==> src/rtl/counter_ctrl.sv <==
// Sequencing FSM driving clear/enable of an external up-counter for one-shot and periodic jobs.
// Optional completed-period counter built only when CNT_CTRL_PERIOD_CNT_EN is defined.
module counter_ctrl #(
    parameter int WIDTH  = 4,
    parameter int PCNT_W = 8
) (
    input  logic              clk,
    input  logic              rst,
    input  logic              start_i,
    input  logic [WIDTH-1:0]  limit_i,
    input  logic              periodic_i,
    input  logic              pause_i,
    input  logic              abort_i,
    input  logic [WIDTH-1:0]  count_i,
    output logic              cnt_clr_o,
    output logic              cnt_en_o,
    output logic              busy_o,
    output logic              ack_o,
    output logic              tc_o,
    output logic              done_o,
    output logic [PCNT_W-1:0] period_cnt_o
);

    typedef enum logic [1:0] {
        S_IDLE  = 2'd0,
        S_CLEAR = 2'd1,
        S_RUN   = 2'd2,
        S_DONE  = 2'd3
    } state_t;

    state_t           state_q, state_d;
    logic [WIDTH-1:0] limit_q, limit_d;
    logic             periodic_q, periodic_d;
    logic             ack_q, ack_d;
    logic             match;

    // A paused counter sitting on the limit must not report terminal count.
    assign match = (count_i == limit_q) && !pause_i;

    always_comb begin
        state_d    = state_q;
        limit_d    = limit_q;
        periodic_d = periodic_q;
        ack_d      = 1'b0;
        cnt_clr_o  = 1'b0;
        cnt_en_o   = 1'b0;
        tc_o       = 1'b0;
        done_o     = 1'b0;

        case (state_q)
            S_IDLE: begin
                cnt_clr_o = 1'b1;
                if (start_i) begin
                    limit_d    = limit_i;
                    periodic_d = periodic_i;
                    ack_d      = 1'b1;
                    state_d    = S_CLEAR;
                end
            end
            S_CLEAR: begin
                cnt_clr_o = 1'b1;
                state_d   = abort_i ? S_IDLE : S_RUN;
            end
            S_RUN: begin
                if (abort_i) begin
                    state_d = S_IDLE;
                end else if (match) begin
                    tc_o = 1'b1;
                    if (periodic_q) begin
                        cnt_clr_o = 1'b1;
                    end else begin
                        state_d = S_DONE;
                    end
                end else begin
                    cnt_en_o = !pause_i;
                end
            end
            S_DONE: begin
                done_o  = !abort_i;
                state_d = S_IDLE;
            end
            default: begin
                state_d = S_IDLE;
            end
        endcase
    end

    always_ff @(posedge clk) begin
        if (rst) begin
            state_q    <= S_IDLE;
            limit_q    <= '0;
            periodic_q <= 1'b0;
            ack_q      <= 1'b0;
        end else begin
            state_q    <= state_d;
            limit_q    <= limit_d;
            periodic_q <= periodic_d;
            ack_q      <= ack_d;
        end
    end

    assign ack_o  = ack_q;
    assign busy_o = (state_q != S_IDLE);

`ifdef CNT_CTRL_PERIOD_CNT_EN
    logic [PCNT_W-1:0] pcnt_q, pcnt_d;

    // Restart on accepted job, count each periodic wrap, hold at all-ones.
    always_comb begin
        pcnt_d = pcnt_q;
        if (state_q == S_IDLE && start_i) begin
            pcnt_d = '0;
        end else if (state_q == S_RUN && !abort_i && match && periodic_q && (pcnt_q != '1)) begin
            pcnt_d = pcnt_q + {{(PCNT_W-1){1'b0}}, 1'b1};
        end
    end

    always_ff @(posedge clk) begin
        if (rst) begin
            pcnt_q <= '0;
        end else begin
            pcnt_q <= pcnt_d;
        end
    end

    assign period_cnt_o = pcnt_q;
`else
    assign period_cnt_o = '0;
`endif

endmodule
==> config.mk <==
export PLATFORM = sky130hd
export DESIGN_NAME = counter_ctrl
export DESIGN_NICKNAME = d
export VERILOG_FILES = /design/src/rtl/counter_ctrl.sv
export SDC_FILE = /design/constraint.sdc
export NUM_CORES = 1
export LEC_CHECK = 0
export BUFFER_PORTS_ARGS = -buffer_cell sky130_fd_sc_hd__buf_2
export CORE_AREA = 2 2 39 41
export CTS_BUF_LIST = sky130_fd_sc_hd__clkbuf_4
export DETAILED_ROUTE_END_ITERATION = 16
export DIE_AREA = 0 0 41 43
export PLACE_DENSITY_LB_ADDON = 0.25
export SLEW_MARGIN = 25
export SYNTH_ARGS = -nofsm -noshare
export SYNTH_HDL_FRONTEND = slang
export SYNTH_SLANG_ARGS = --single-unit
==> constraint.sdc <==
create_clock -name clk -period 2.4 [get_ports clk]
set_input_delay 0.36 -clock clk [delete_from_list [all_inputs] [get_ports clk]]
set_output_delay 0.36 -clock clk [all_outputs]
set_load 0.01 [all_outputs]
* Yosys cells after proc, flatten, opt, wreduce, memory -nomap -nowiden *
Index checks and enable logic that the tools add are counted.

word-level totals
  word-level logic and storage cells = 39
  register bits after elaboration = 8
  input port bits = 14
  output and inout port bits = 14

operators by class
  mux-type cells = 18
  reductions and logical operators = 9
  bitwise gates (word level) = 1
  equality and inequality tests = 7

operators by type and width
  operator                                             number
  two-way mux 1 bit                                    11
  two-way mux 2 bit                                    5
  case mux 2 bit (4 select lines)                      1
  inequality test 3 bit, second input constant         2
  equality test 2 bit, second input constant           2
  equality test 4 bit                                  1
  OR reduction 2 bit                                   2
  AND reduction 3 bit                                  1
  equality test 2 x 1 -> 1 bit, second input constant  1
  zero test 1 bit                                      2
  zero test 2 bit                                      1
  inequality test 2 bit, second input constant         1
  case mux 1 bit (2 select lines)                      1
  AND reduction 2 bit                                  1
  nonzero test 2 bit                                   1
  logical AND 1 bit                                    1
  inverter 1 bit                                       1

* Logic depth before layout (Yosys ltp) *
  depth after elaboration = 5
  gate-level depth with buffers = 4
  mapped depth without buffers = 3

* Worst setup path before layout *
Ideal clock, no wire load.

  path type = register -> output
  from = register state_q[1]
  to = output port cnt_clr_o
  data arrival time = 949 ps
  data required time = 2040 ps
  path buffers = 0
  path slack = 1091 ps
  stages on the path, launching flop included = 4
  cells stage by stage = dfxtp_1 -> and2b_2 -> nand3_1 -> o21ai_0

between the ends
  longest elaborated chain between the ends = 3
  elaborated cells between the ends (all ways) = 5
  classes of those cells = eq/ne: 2; mux: 1; reduce/logical: 2

RTL lines
  what                                                                    RTL line  text
  from (decl)                                                             31        state_t state_q, state_d;
  from (signal assigned)                                                  95        state_q <= state_d;
  equality test 2 x 1 -> 1 bit / zero test 2 bit (equally long branches)  50        case (state_q)
  OR reduction 2 bit (no source line)                                     --
  case mux 1 bit (2 select lines) *                                       50
  to (decl)                                                               15        output logic cnt_clr_o,

Mark *: on every way between the ends. The rest lies on a longest branch, timed or not.

* Final worst setup path *
Same ends and word-level chain as after synthesis.

==> results.yml <==
run_status:
  outcome: "finished clean"
worst_setup_path:
  worst_setup_path_start_kind: "flip-flop"
  critPathMaxFanout: 6
  cp.required_ns: 2.04
  end_kind: "output pin"
  cp.arrival_ns: 1.29
  path_class: "flip-flop to output pin"
global_route:
  grt_max_degree: 10
  grt-ovfl-total: 0
  grt_pass1_vias: 315
  grt_antenna_before_repair: 0
  grt_first_pass_wirelength_um: 1228
  grtUsageTotal_pct: 10.38
die:
  fp.dieW_um: 41
  die_area_um2: 1763
  coreArea_um2: 1384
  initial_utilization_pct: 33.09
  row_count: 14
  pin_count: 28
  die_h_um: 43
timing:
  rsz0062_at_grt: "no"
  hold_violations: 0
  period_share_pct: 68.69
  fmax_ghz: 0.6066
  finalMaxSlewViolations: 0
  setup_tns_ns: 0
  fin_crit_ns: 1.649
  skew_ns: 0.006403
  setup_viol_count_final: 0
yosys:
  synthCells: 52
  async_flop_share_pct: 0
  synth_ff_type: "dfxtp_1"
  netlist_area_um2: 457.9
  synth_cell_type_count: 18
  synth_area_leader_cell: "dfxtp_1"
  ys_warn_count: 0
  yosys-top-cells-area: "dfxtp_1 (35%), buf_4 (15%), mux2i_1 (11%)"
  synth_edf_count: 0
  netlist.area_leader.share_pct: 34.97
  syn-mean-instance-area_um2: 8.807
  synth_seq_cells: 8
  synth_common_cells: "buf_4 (9), nor2_1 (9), dfxtp_1 (8), mux2i_1 (5), xnor2_1 (5)"
  ys_seq_area_share_pct: 34.97
finish:
  syn_to_final_growth_pct: 21.04
  finalNonFillerCells: 88
  nets: 88
  antenna_cells: 0
  layout-drive-gt1-share_pct: 34.72
cts:
  numCtsBuffers: 3
  htree_num_levels: 1
  clock_path_buffers: 2
  cts_tree: "built"
  root_buffer: "clkbuf_4"
  insertion_delay_ns: 0.25
  ctsHoldBuffers: 0
  cts_resized: 0
  path_clk_slew_ns: 0.06
  numClockSinks: 8
  post_cts_buffers: 0
power:
  seqPwrFrac_pct: 48.1
  switchingPower_mw: 0.08218
  sw_frac_of_total_pct: 26.44
  intPower_mw: 0.2286
  p_per_area_nw_per_um2: 560.7
  ir_drop_v: 0.0003133
  p_leak_nw: 0.2692
  pwr-share-comb_pct: 18.8
  p_clk_share_pct: 33.2
route:
  wl_per_cell_um: 8.841
  vias: 370
  wl_met2_um: 358
  wirelength_um: 778
  vias_per_cell: 4.205
  drc: 0
  drt-met1-wl_um: 335
  ant_nets: 0
  wl_met3_um: 84
  highest_layer: "met3"
  drt-initial-drc-count: 2
  firstDrtPassIters: 3
placement:
  dpl.cell_count: 85
  dp_hpwl_um: 637.2
  gp_congestion: 0.6986
  portBuffers: 19
min_path:
  hp-class: "input pin to flip-flop"
run:
  maxCapViolations: 0
stage by stage:
stage	total power, mW	cell area [µm²]	utilization [%]	setup WS (ns)	hold slack (ns)
3_5_place_dp	0.2113	531.8	38.43	0.9077	0.5087
5_1_grt	0.3331	554.3	40.05	0.6280	0.2623
6_report	0.3108	554.3	40.05	0.7515	0.2706
3_3_place_gp	0.2115	531.8	38.43	0.8994	0.4957
2_1_floorplan	0.2017	484.2	-	1.091	0.4375
4_1_cts	0.3175	554.3	40.05	0.7240	0.2629
placed cells by master (no fill, tap or decap):
cell / instances
inv_1: 1
and2b_2: 2
nor4_1: 1
dfxtp_1: 8
nand3_1: 1
o22ai_1: 1
nor3b_4: 1
xnor2_1: 5
nor2b_1: 1
mux2i_1: 5
conb_1: 8
nor2_1: 9
clkbuf_4: 3
buf_2: 19
and2_1: 1
nor3_1: 1
o21ai_0: 2
nand4_1: 1
nand2_1: 2
cells by family (layout without fill, tap and decap cells):
kind of cell              after synthesis  count (layout)  share of synthesized area (%)
AOI/OAI and AO/OA                       3               3                          3.553
xor gates and xnor gates                5               5                          9.562
buffers and inverters                  10              23                          15.57
DFF                                     8               8                          34.97
muxes                                   5               5                          10.93
other                                   1               8                         0.8189
and+or+nand+nor                        20              20                          24.59
power groups by stage:
stage / clock, mW / sequential (mW) / combinational, mW
6_report: 0.103 / 0.149 / 0.0584
3_5_place_dp: 0 / 0.152 / 0.0589
4_1_cts: 0.109 / 0.150 / 0.0591
5_1_grt: 0.117 / 0.150 / 0.0659
2_1_floorplan: 0 / 0.152 / 0.0502
3_3_place_gp: 0 / 0.152 / 0.0592
final cells by class:
cell class,instances,area [µm²]
Fill cell,154,829.5
Multi-Input combinational cell,41,252.7
Sequential cell,8,160.2
Timing Repair Buffer,19,95.09
Clock buffer,3,22.52
Tap cell,16,20.02
Inverter,1,3.754
worst max-delay path, cell delays in order (launching register included):
cell and delay, ns:
dfxtp_1 0.46, and2b_2 0.22, nand3_1 0.07, o21ai_0 0.14, buf_2 0.15
sequential cells by signal, summed over array words and instances, names as in the netlist:
| register | count |
|---|---|
| state_q | 2 |
| limit_q | 4 |
| ack_o | 1 |
| periodic_q | 1 |
path summary, 6_finish.rpt:
| kind | startpoint | slack [ns] | to | cells past startpoint |
|---|---|---|---|---|
| max reg2reg | state_q[1] | 1.22 | periodic_q | 3 |
| min reg2reg | limit_q[2] | 0.52 | limit_q[2] | 2 |
| max | state_q[1] | 0.75 | cnt_clr_o | 4 |
| min | abort_i | 0.27 | state_q[1] | 2 |
layer usage:
metal | up-vias | track usage (%)
met5 | - | 0
met4 | 0 | 6.000
met3 | 0 | 4.188
met2 | 17 | 13.13
met1 | 160 | 14.33
li1 | 193 | -
Note: power is estimated with default switching activity, not from simulation.
